`src/rtl/uart_pkg.sv`:
```
// Shared UART definitions: receive state encoding and frame-format constants.
package uart_pkg;

  localparam int unsigned UART_OVERSAMPLE = 16;
  localparam int unsigned UART_DATA_BITS  = 8;

  typedef enum logic [2:0] {
    IDLE,
    START,
    DATA,
    STOP,
    WAIT_HIGH
  } rx_state_t;

endpackage

```
`src/rtl/uart_rx_sync2.sv`:
```
// Two-flop synchronizer with asynchronous reset to a selectable level.
module sync2 #(
  parameter logic RST_VAL = 1'b1
) (
  input  logic clk_i,
  input  logic rst_i,
  input  logic d_i,
  output logic q_o
);

  logic meta_q;
  logic sync_q;

  always_ff @(posedge clk_i or posedge rst_i) begin
    if (rst_i) begin
      meta_q <= RST_VAL;
      sync_q <= RST_VAL;
    end else begin
      meta_q <= d_i;
      sync_q <= meta_q;
    end
  end

  assign q_o = sync_q;

endmodule

```
`src/rtl/uart_rx.sv`:
```
// UART receive engine: 16x oversampled 8N1 deserializer with full/overrun/framing status.
import uart_pkg::*;

module uart_rx #(
  parameter int unsigned OVERSAMPLE = UART_OVERSAMPLE,
  parameter int unsigned DATA_BITS  = UART_DATA_BITS
) (
  input  logic                 clk_i,
  input  logic                 rst_i,
  input  logic                 baud_tick_i,
  input  logic                 rx_i,
  input  logic                 rd_ack_i,
  output logic [DATA_BITS-1:0] rx_data_o,
  output logic                 rx_full_o,
  output logic                 frame_err_o,
  output logic                 overrun_o,
  output logic                 rx_busy_o
);

  localparam int unsigned TW = $clog2(OVERSAMPLE);
  localparam logic [TW-1:0] HALF_M1 = TW'(OVERSAMPLE / 2 - 1);
  localparam logic [TW-1:0] FULL_M1 = TW'(OVERSAMPLE - 1);
  localparam logic [3:0]    LAST_BIT = 4'(DATA_BITS - 1);

  rx_state_t            state_q, state_d;
  logic [TW-1:0]        tick_q, tick_d;
  logic [3:0]           bit_q, bit_d;
  logic [DATA_BITS-1:0] shift_q, shift_d;
  logic [DATA_BITS-1:0] data_q, data_d;
  logic                 full_q, full_d;
  logic                 ferr_q, ferr_d;
  logic                 ovr_q, ovr_d;
  logic                 busy_q, busy_d;
  logic                 rx_s;
  logic                 complete;

  sync2 #(.RST_VAL(1'b1)) u_sync (
    .clk_i (clk_i),
    .rst_i (rst_i),
    .d_i   (rx_i),
    .q_o   (rx_s)
  );

  always_ff @(posedge clk_i or posedge rst_i) begin
    if (rst_i) begin
      state_q <= IDLE;
      tick_q  <= '0;
      bit_q   <= '0;
      shift_q <= '0;
      data_q  <= '0;
      full_q  <= 1'b0;
      ferr_q  <= 1'b0;
      ovr_q   <= 1'b0;
      busy_q  <= 1'b0;
    end else begin
      state_q <= state_d;
      tick_q  <= tick_d;
      bit_q   <= bit_d;
      shift_q <= shift_d;
      data_q  <= data_d;
      full_q  <= full_d;
      ferr_q  <= ferr_d;
      ovr_q   <= ovr_d;
      busy_q  <= busy_d;
    end
  end

  always_comb begin
    state_d  = state_q;
    tick_d   = tick_q;
    bit_d    = bit_q;
    shift_d  = shift_q;
    data_d   = data_q;
    full_d   = full_q;
    ferr_d   = ferr_q;
    ovr_d    = ovr_q;
    complete = 1'b0;

    unique case (state_q)
      IDLE: begin
        if (baud_tick_i && !rx_s) begin
          state_d = START;
          tick_d  = '0;
        end
      end
      // Confirm the start bit at its midpoint; a high sample is a glitch.
      START: begin
        if (baud_tick_i) begin
          if (tick_q == HALF_M1) begin
            if (!rx_s) begin
              state_d = DATA;
              tick_d  = '0;
              bit_d   = '0;
            end else begin
              state_d = IDLE;
            end
          end else begin
            tick_d = tick_q + TW'(1);
          end
        end
      end
      DATA: begin
        if (baud_tick_i) begin
          if (tick_q == FULL_M1) begin
            shift_d = {rx_s, shift_q[DATA_BITS-1:1]};
            bit_d   = bit_q + 4'd1;
            tick_d  = '0;
            if (bit_q == LAST_BIT) state_d = STOP;
          end else begin
            tick_d = tick_q + TW'(1);
          end
        end
      end
      STOP: begin
        if (baud_tick_i) begin
          if (tick_q == FULL_M1) begin
            complete = 1'b1;
            tick_d   = '0;
            state_d  = rx_s ? IDLE : WAIT_HIGH;
          end else begin
            tick_d = tick_q + TW'(1);
          end
        end
      end
      WAIT_HIGH: begin
        if (baud_tick_i && rx_s) state_d = IDLE;
      end
      default: state_d = IDLE;
    endcase

    // A completing frame takes priority over a concurrent read acknowledge.
    if (complete) begin
      if (!full_q || rd_ack_i) begin
        data_d = shift_q;
        full_d = 1'b1;
        ferr_d = ~rx_s;
      end else begin
        ovr_d = 1'b1;
      end
    end else if (rd_ack_i) begin
      full_d = 1'b0;
      ferr_d = 1'b0;
      ovr_d  = 1'b0;
    end

    busy_d = (state_d != IDLE);
  end

  assign rx_data_o   = data_q;
  assign rx_full_o   = full_q;
  assign frame_err_o = ferr_q;
  assign overrun_o   = ovr_q;
  assign rx_busy_o   = busy_q;

endmodule

```
`config.mk`:
```
export PLATFORM = sky130hd
export DESIGN_NAME = uart_rx
export DESIGN_NICKNAME = d
export VERILOG_FILES = /design/src/rtl/uart_pkg.sv /design/src/rtl/uart_rx_sync2.sv /design/src/rtl/uart_rx.sv
export SDC_FILE = /design/constraint.sdc
export NUM_CORES = 1
export LEC_CHECK = 0
export CAP_MARGIN = 20
export CORE_ASPECT_RATIO = 2
export CORE_UTILIZATION = 45
export CTS_BUF_LIST = sky130_fd_sc_hd__clkbuf_8
export CTS_CLUSTER_DIAMETER = 200
export DETAILED_ROUTE_END_ITERATION = 16
export HOLD_SLACK_MARGIN = 0.15
export MAX_ROUTING_LAYER = met4
export PLACE_DENSITY = 0.76
export SYNTH_ARGS = -nofsm -noshare
export SYNTH_HDL_FRONTEND = slang
export SYNTH_HIERARCHICAL = 1
export SYNTH_SLANG_ARGS = --single-unit
```
`constraint.sdc`:
```
create_clock -name clk_i -period 2.33 [get_ports clk_i]
set_input_delay 0.699 -clock clk_i [delete_from_list [all_inputs] [get_ports clk_i]]
set_output_delay 0.699 -clock clk_i [all_outputs]
set_load 0.02 [all_outputs]
```
Word level (Yosys, flattened, before mapping)
Cells that the tools add are included.
- bits in registers: 33
- output and inout bits: 12
- word-level logic and storage cells: 82
- $add $sub $neg: 2
- equality and inequality tests: 17
- muxes and demuxes: 34
- bitwise logic cells: 1
- reductions and logical operators: 17
- operators by type and width (cell ; count):
    4-bit two-way mux ; 10
    3-bit two-way mux ; 10
    3-bit case mux with 5 select lines ; 1
    2-bit inequality test, second input constant ; 7
    4-bit case mux with 3 select lines ; 1
    1-bit two-way mux ; 10
    4-bit by 1-bit adder with 4-bit output, second input constant ; 2
    4-bit by 3-bit equality test with 1-bit output, second input constant ; 2
    4-bit case mux with 2 select lines ; 1
    3-bit by 2-bit equality test with 1-bit output, second input constant ; 2
    2-bit AND reduction ; 3
    6-bit AND reduction ; 1
    3-bit nonzero test ; 2
    5-bit AND reduction ; 1
    4-bit equality test, second input constant ; 1
    2-bit by 1-bit inequality test with 1-bit output, second input constant ; 2
    2-bit nonzero test ; 2
    3-bit by 1-bit equality test with 1-bit output, second input constant ; 1
    3-bit equality test, second input constant ; 1
    3-bit logical NOT ; 1
    3-bit inequality test, second input constant ; 1
    3-bit AND reduction ; 1
    1-bit logical AND ; 2
    1-bit logical NOT ; 2
    other kinds (4) ; 4

Depth between registers and ports, before layout
Gate-level depths: netlist (run 1).
- word-level depth: 6
- gate-level depth with buffers: 5
- depth with buffers taken out: 5

Cells and area by module
Netlist (run 1), hierarchy kept.
- modules (own cells, without submodules) (module ; instances ; cells each ; area each (um^2) ; seq. area each (um^2)):
    uart_rx ; 1 ; 121 ; 1467.7 ; 775.7
    sync2 ; 1 ; 3 ; 56.3 ; 52.6

Worst setup path before layout (run 1)
Ideal clock, no wire load.
- kind: input to register
- from: input port baud_tick_i
- to: register data_q[0] (netlist: rx_data_o[0])
- library setup time: 125 ps
- data arrival time: 1598 ps
- required time: 2205 ps
- path slack: 607 ps
- stages: 4
- cell sequence: nand4b_4 > or2_4 > nor2_8 > mux2_2
- longest elaborated chain between the ends: 3
- RTL lines (element ; RTL line ; text):
    from (decl) ; uart_rx.sv:10 ; input logic baud_tick_i,
    1-bit two-way mux ; uart_rx.sv:115 ; if (baud_tick_i) begin
    1-bit two-way mux ; uart_rx.sv:79 ; unique case (state_q)
    2-bit AND reduction (no source line) ; - ;
    to (signal assigned) ; uart_rx.sv:60 ; data_q <= data_d;
    to (decl) ; uart_rx.sv:29 ; logic [DATA_BITS-1:0] data_q, data_d;
No other way between the ends.
A chain may end at the register's enable or synchronous reset.

Final worst setup path (run 1)
- from: input port baud_tick_i
- to: register bit_q[0]
- longest elaborated chain between the ends: 2
- RTL lines (element ; RTL line ; text):
    2-bit inequality test (no source line) ; - ;
    6-bit AND reduction (no source line) * ; - ;
    to (signal assigned) ; uart_rx.sv:58 ; bit_q <= bit_d;
    to (decl) ; uart_rx.sv:27 ; logic [3:0] bit_q, bit_d;
Every way passes the cells marked *; elsewhere a longest branch is shown, timed or not.

==> impl_summary.txt, run 1 <==
----------------------------------------------------
[Global routing]
  Total gr overflow ... 0
  Busiest grt layer ... met2
  Global Route met1 Usage ... 19.3%
  Wire length of the first global-routing pass ... 4930 µm
  Number of global-route vias before repair ... 1078
  GRT Total Usage ... 19.0%
  GR met2 Demand/Resource ... 31.3%
  Pin count of the biggest net entering global routing ... 32
  Number of antenna violations at the first check in global routing ... 0
  Global-route track usage on met3 ... 5.16%

[Power]
  Static leakage power ... 0.883 nW
  Power, Total ... 1.55 mW
  Worst IR drop on VDD ... 0.000540 V
  Power density relative to cell area ... 829 nW/µm²

[STA]
  Fmax ... 0.489 GHz
  Final Critical Period ... 2040 ps
  Number of hold-slack violations in the final timing report ... 0
  Worst Slack Setup Final ... 287 ps
  Count of pins over their slew limit ... 0
  Final setup fails ... 0
  Clk_skew ... 4.20 ps
  Final-layout setup total negative slack ... 0 ps
  Part of the cycle the worst path needs ... 87.7%
  Headroom to the max-slew limit ... 66.7%
  Setup repair after global routing missed its margin ... no
  Slew at the pin closest to its max-slew limit ... 500 ps

[Placed design]
  Post-Place Worst Slack ... -25.5 ps
  DP Cell Count ... 174
  Sum of net half-perimeters after detailed placement ... 2180 µm
  Number of port buffers ... 16
  Routability congestion estimate ... 0.828

[Worst setup path]
  Crit path max-delay family ... simple AND/OR/NAND/NOR gates
  Cells along the critical path ... clkdlybuf4s50_1, nand4_1, nor4b_4, nor2_1, mux2_2
  Depth of the critical timing path with buffers and inverters included ... 5
  Count of cells along the worst register-to-register path ... 5
  Highest cell delay on the worst timing path ... 570 ps
  Highest-delay cell along the critical path ... clkdlybuf4s50_1
  Crit Path Max Fanout ... 4
  Crit start category ... primary input
  Worst EP arrival ... 2220 ps
  Critical path class ... primary input to flip-flop
  Data required time at the worst endpoint ... 2500 ps
  Setup crit end kind ... flip-flop
  Sum of buffers and inverters on the critical path ... 1
  Launching point of the worst reg2reg path ... tick_q[0]$_DFFE_PP0P_
  Worst Setup SP ... baud_tick_i

[Synth]
  Compound-gate portion of the synthesized area ... 8.62%
  Post-synthesis cell area ... 1520 µm²
  Fraction of the yosys area taken by sequential cells ... 54.4%
  Primary FF master, synth ... dfrtp_1
  Avg Cell Area, Syn ... 12.3 µm²
  Number of enable-type register cells in the synthesized netlist ... 0
  Main combinational cell family by area after synthesis ... simple AND/OR/NAND/NOR gates
  Number of storage elements in the synthesis netlist ... 33
  Post-synthesis share of cell area spent on full adders, half adders and majority gates ... 1.64%
  Fraction of the mapped netlist area in simple logic gates ... 18.9%
  Synthesized instance count ... 124
  Number of different library cells in the post-synthesis netlist ... 38
  Share of synthesized registers carrying an async set or reset ... 100%
  Number of nets produced by synthesis ... 131
  Xor-xnor portion of the synthesized cell area ... 1.72%
  Total of warnings raised by yosys ... 6
  Mux cell area share after synthesis ... 12.6%

[Floorplan]
  Die footprint ... 3640 µm²
  Die span in x ... 43.2 µm
  Die height ... 84.3 µm
  Core footprint ... 3190 µm²
  Initial core utilization ... 47.7%
  Site Rows ... 29
  Count of boundary I/O pins ... 17

[Routing]
  ANT nets after route ... 0
  Via density per instance ... 5.65
  Initial DRC Count ... 20
  DRT Pass-1 Iters ... 4
  DRC violation count after routing ... 0
  Total routed wirelength ... 2910 µm
  Via count ... 1029
  Wirelength per Cell ... 16.0 µm

[Clocking]
  Buffer depth of the longest clock path ... 2
  TritonCTS clock tree ... done
  # hold bufs at CTS ... 0
  Number of post-CTS setup repair buffers ... 0
  CTS Buf Count ... 5
  Number of gates resized after cts ... 0
  Number of clock sinks seen by CTS ... 33
  CTS HTree Levels ... 2
  Clock root buffer ... clkbuf_8
  Clock slew at the register clock pins of the worst setup and hold paths ... 60 ps
  Skew-Pair Late Insertion Delay ... 290 ps

[Final layout]
  Post-synthesis to final-layout area growth ... 22.7%
  Inserted Diodes ... 0
  Nets@finish ... 157
  Commonest non-fill, non-tap cells in the layout ... 31 x dfrtp_1, 17 x mux2_2, 16 x clkdlybuf4s50_1, 9 x nor2_1
  Leading cell type in the layout, fill and taps excluded ... dfrtp_1
  Fraction of layout instances using a drive strength above 1 ... 27.2%
  Final instance count without filler cells ... 182
  Final cell utilization of the core ... 58.5%

[Job]
  Number of max-cap violations ... 0

[Hold path]
  Hold_sp ... u_sync/meta_q$_DFF_PP1_
  Hold WC Path Type ... flip-flop to flip-flop
  Number of cells on the worst hold path ... 0

[Run status]
  Run status ... completed

----------------------------------------------------
==> registers in the layout, indices dropped and copies added (netlist names) <==
register and count:
u_sync/meta_q 1, tick_q 4, rx_data_o 8, shift_q 8, bit_q 4, u_sync/q_o 1
rx_full_o 1, rx_busy_o 1, frame_err_o 1, state_q 3, overrun_o 1
==> per-layer routing <==
layer,vias to the layer above,routed length [µm]
met1,513,1080
met5,-,0
li1,487,-
met3,10,84
met2,19,1650
met4,0,95
==> logic make-up (layout without fill, tap and decap cells) <==
group | after synthesis | in the layout
fa+ha+maj | 2 | 2
buf+inv | 8 | 35
compound gates | 20 | 20
xor+xnor | 3 | 3
flops | 33 | 33
mux | 17 | 17
simple gates | 41 | 41
==> cell usage after synthesis (2+ instances only) <==
library cell	count	area, µm²
dfrtp_1	31	776
nand2_1	7	26.3
a21oi_1	4	20.0
o21ai_0	7	35.0
nand3b_1	2	15.0
mux2_2	17	191
nand4b_1	2	17.5
nor2_1	9	33.8
buf_2	2	10.0
dfstp_2	2	52.6
ha_1	2	25.0
nand3_1	3	15.0
xnor2_1	2	17.5
nor3_1	3	15.0
nor2b_1	3	18.8
inv_1	5	18.8
nand2b_1	2	12.5
==> power breakdown <==
part / internal, mW / total [mW] / leakage, nW / switching (mW)
clock: 0.344 / 0.548 / 0.0626 / 0.204
sequential: 0.630 / 0.734 / 0.437 / 0.104
combinational: 0.127 / 0.268 / 0.383 / 0.141
==> worst reg2reg max path, cell delays in order, from the launching register on <==
cell and delay [ps]:
dfrtp_1 380, ha_1 340, nand4_1 280, nor4b_4 340, nor2_1 90, mux2_2 270
==> worst paths after layout <==
path                                   endpoint  slack [ps]
setup reg to reg           bit_q[0]$_DFFE_PP0P_         520
hold reg to reg            u_sync/q_o$_DFF_PP1_         360
max in group asynchronous  bit_q[3]$_DFFE_PP0P_        1240
setup / recovery           bit_q[0]$_DFFE_PP0P_         290
hold / removal             u_sync/q_o$_DFF_PP1_         360
min in group asynchronous  u_sync/q_o$_DFF_PP1_         760
==> stage by stage <==
| stage | hold WS, ps | cell area [µm²] |
|---|---|---|
| after floorplan | 345 | 1520 |
| after global placement | 347 | 1750 |
| after detailed placement | 349 | 1750 |
| after CTS | 358 | 1870 |
| after global routing | 360 | 1870 |
| final | 356 | 1870 |
==> cell type report <==
class,count,area [µm²]
clock buffers,6,82.6
inverters,5,18.8
repair buffers,22,205
flip-flops and latches,33,828
well taps,31,38.8
fillers,251,1320
multi-input cells,83,662
clock inverters,2,33.8
No activity file was read; power rests on OpenSTA's default activity.
==> run 2: changes to the inputs <==
- CAP_MARGIN: 20 -> not set
- CORE_MARGIN: not set -> 4
==> run 2 against run 1 <==
Compared with the run above: hold slack lost 2.7 ps; via count down 1.5%; count of clock-buffer cells in the layout down 1; maximum frequency up 1.8%; critical path depth stayed put; cell count unchanged; total power decreased by 2.0%; critical path type unchanged.
==> impl_summary.txt, run 2 (synthesis gave the netlist of run 1 again) <==
----------------------------------------------------
[Clocking]
  # hold bufs at CTS ... 0 (unchanged)
  TritonCTS clock tree ... done
  Skew-Pair Late Insertion Delay ... 290 ps (about the same)
  Number of clock sinks seen by CTS ... 33 (unchanged)
  CTS Buf Count ... 5 (unchanged)
  Clock root buffer ... clkbuf_8
  CTS HTree Levels ... 2 (unchanged)
  Number of gates resized after cts ... 0 (unchanged)
  Number of post-CTS setup repair buffers ... 0 (unchanged)
  Buffer depth of the longest clock path ... 2 (unchanged)
  Clock slew at the register clock pins of the worst setup and hold paths ... 70 ps (about the same)

[Floorplan]
  Die span in x ... 49.2 µm (+14%)
  Site Rows ... 29 (unchanged)
  Die footprint ... 4440 µm² (+22%)
  Core footprint ... 3230 µm² (+1.1%)
  Initial core utilization ... 47.2% (-0.54 points)
  Die height ... 90.3 µm (+7.1%)
  Count of boundary I/O pins ... 17 (unchanged)

[Final layout]
  Final cell utilization of the core ... 57.8% (-0.70 points)
  Commonest non-fill, non-tap cells in the layout ... 31 x dfrtp_1, 17 x mux2_2, 16 x clkdlybuf4s50_1, 9 x nor2_1
  Sequential cell area ... 828 µm² (unchanged)
  Post-synthesis to final-layout area growth ... 22.6% (about the same)
  Leading cell type in the layout, fill and taps excluded ... dfrtp_1
  Number of inserted filler cells in the final layout ... 252 (+0.40%)
  Post-route cell area ... 1870 µm² (about the same)
  Fraction of layout instances using a drive strength above 1 ... 27.8% (+0.66 points)
  Multi-input gate area ... 662 µm² (unchanged)
  Nets@finish ... 157 (unchanged)
  Inserted Diodes ... 0 (unchanged)

[Placed design]
  Post-Place Cell Area ... 1750 µm² (unchanged)
  Number of port buffers ... 16 (unchanged)
  Routability congestion estimate ... 0.845 (+2.1%)
  Sum of net half-perimeters after detailed placement ... 2080 µm (-4.3%)

[STA]
  Part of the cycle the worst path needs ... 86.1% (-1.6 points)
  Count of pins over their slew limit ... 0 (unchanged)
  Final-layout setup total negative slack ... 0 ps (unchanged)
  Fmax ... 0.498 GHz (+1.8%)
  Number of hold-slack violations in the final timing report ... 0 (unchanged)
  Clk_skew ... 8.11 ps (+3.92 ps)
  Slew at the pin closest to its max-slew limit ... 475 ps (-25.2 ps)
  Headroom to the max-slew limit ... 68.3% (+1.6 points)
  Smallest hold slack ... 354 ps (-2.67 ps)
  Final setup fails ... 0 (unchanged)
  Final Critical Period ... 2010 ps (-36.2 ps)
  Setup repair after global routing missed its margin ... no

[Worst setup path]
  Critical path class ... primary input to flip-flop
  R2R Setup Slk ... 550 ps (+30 ps)
  Critical path endpoint ... rx_data_o[5]$_DFFE_PP0P_
  Destination of the worst register-to-register timing path ... rx_data_o[5]$_DFFE_PP0P_
  Count of cells along the worst register-to-register path ... 5 (unchanged)
  Setup crit end kind ... flip-flop
  Crit Path Max Fanout ... 8 (+4)
  Data required time at the worst endpoint ... 2490 ps (about the same)
  Worst EP arrival ... 2170 ps (-50 ps)
  Crit start category ... primary input
  Worst Setup SP ... baud_tick_i
  Launching point of the worst reg2reg path ... tick_q[0]$_DFFE_PP0P_

[Routing]
  Total routed wirelength ... 2780 µm (-4.4%)
  Routed length on met2 ... 1530 µm (-7.5%)
  Wirelength per Cell ... 15.3 µm (-4.4%)
  Via count ... 1014 (-1.5%)
  DRC violation count after routing ... 0 (unchanged)
  DRT Pass-1 Iters ... 4 (unchanged)
  Initial DRC Count ... 22 (+10%)
  Detailed-routed wire length on met3 ... 95 µm (+13%)
  Met1 Routed Length ... 1100 µm (+1.8%)
  Via density per instance ... 5.57 (-1.5%)
  Top routing layer in use ... met4
  ANT nets after route ... 0 (unchanged)

[Run status]
  Run status ... completed

[Power]
  Worst IR drop on VDD ... 0.000466 V (-14%)
  Power density relative to cell area ... 813 nW/µm² (-1.9%)
  Static leakage power ... 0.875 nW (-0.86%)

[Global routing]
  Number of antenna violations at the first check in global routing ... 0 (unchanged)
  Total gr overflow ... 0 (unchanged)
  Wire length of the first global-routing pass ... 4810 µm (-2.5%)
  Pin count of the biggest net entering global routing ... 32 (unchanged)
  GRT Total Usage ... 14.4% (-4.6 points)
  Number of global-route vias before repair ... 1056 (-2.0%)

[Hold path]
  Hold WC Path Type ... flip-flop to flip-flop

[Job]
  Number of max-cap violations ... 0 (unchanged)

----------------------------------------------------
-- run 2: cell count changes in the layout (fill, tap and decap cells not counted) --
cell / delta
clkinv_4: +1
inv_1: -1
clkinvlp_4: +1
clkbuf_8: -1
-- run 2: layout make-up --
cell class | instances | share of cell area [%]
Clock inverter | 3 | 2.48
Timing Repair Buffer | 22 | 11.0
Sequential cell | 33 | 44.3
Clock buffer | 5 | 3.68
Tap cell | 31 | 2.08
Inverter | 5 | 1.00
Multi-Input combinational cell | 83 | 35.4
-- run 2: through the flow --
step	cells	power [mW]	worst slack (ps)
global route	182	1.61	257
detailed placement	174	0.998	12.5
finish	182	1.52	323
CTS	182	1.54	309
floorplan	124	0.929	607
global placement	174	0.988	45.0
-- run 2: worst min path at each step --
stage | start | endpoint | slack, ps | depth (start not counted)
2_1_floorplan | u_sync/meta_q$_DFF_PP1_ | u_sync/q_o$_DFF_PP1_ | 350 | 0
3_3_place_gp | u_sync/meta_q$_DFF_PP1_ | u_sync/q_o$_DFF_PP1_ | 350 | 0
3_5_place_dp | u_sync/meta_q$_DFF_PP1_ | u_sync/q_o$_DFF_PP1_ | 350 | 0
4_1_cts | u_sync/meta_q$_DFF_PP1_ | u_sync/q_o$_DFF_PP1_ | 350 | 0
5_1_grt | u_sync/meta_q$_DFF_PP1_ | u_sync/q_o$_DFF_PP1_ | 350 | 0
6_report | u_sync/meta_q$_DFF_PP1_ | u_sync/q_o$_DFF_PP1_ | 350 | 0
-- run 2: power by group --
group	switching, mW	leakage (nW)	internal (mW)	total, mW
sequential	0.0981	0.437	0.629	0.728
clock	0.214	0.0543	0.320	0.534
combinational	0.132	0.383	0.126	0.257
-- run 2: critical path, stage by stage --
cell and delay, ps:
clkdlybuf4s50_1 550, nand4b_4 110, or2_4 290, nor2_8 160
mux2_2 360
-- run 2: layer usage --
layer	GRT usage [%]	vias up
met4	6.41	0
met1	15.4	501
met5	-	-
met3	4.13	7
li1	-	486
met2	24.1	20
==> run 3: changes to the inputs <==
- CAP_MARGIN: not set -> 20
==> results of run 3 <==
Final layout, timing and power as in run 2 (identical DEF).
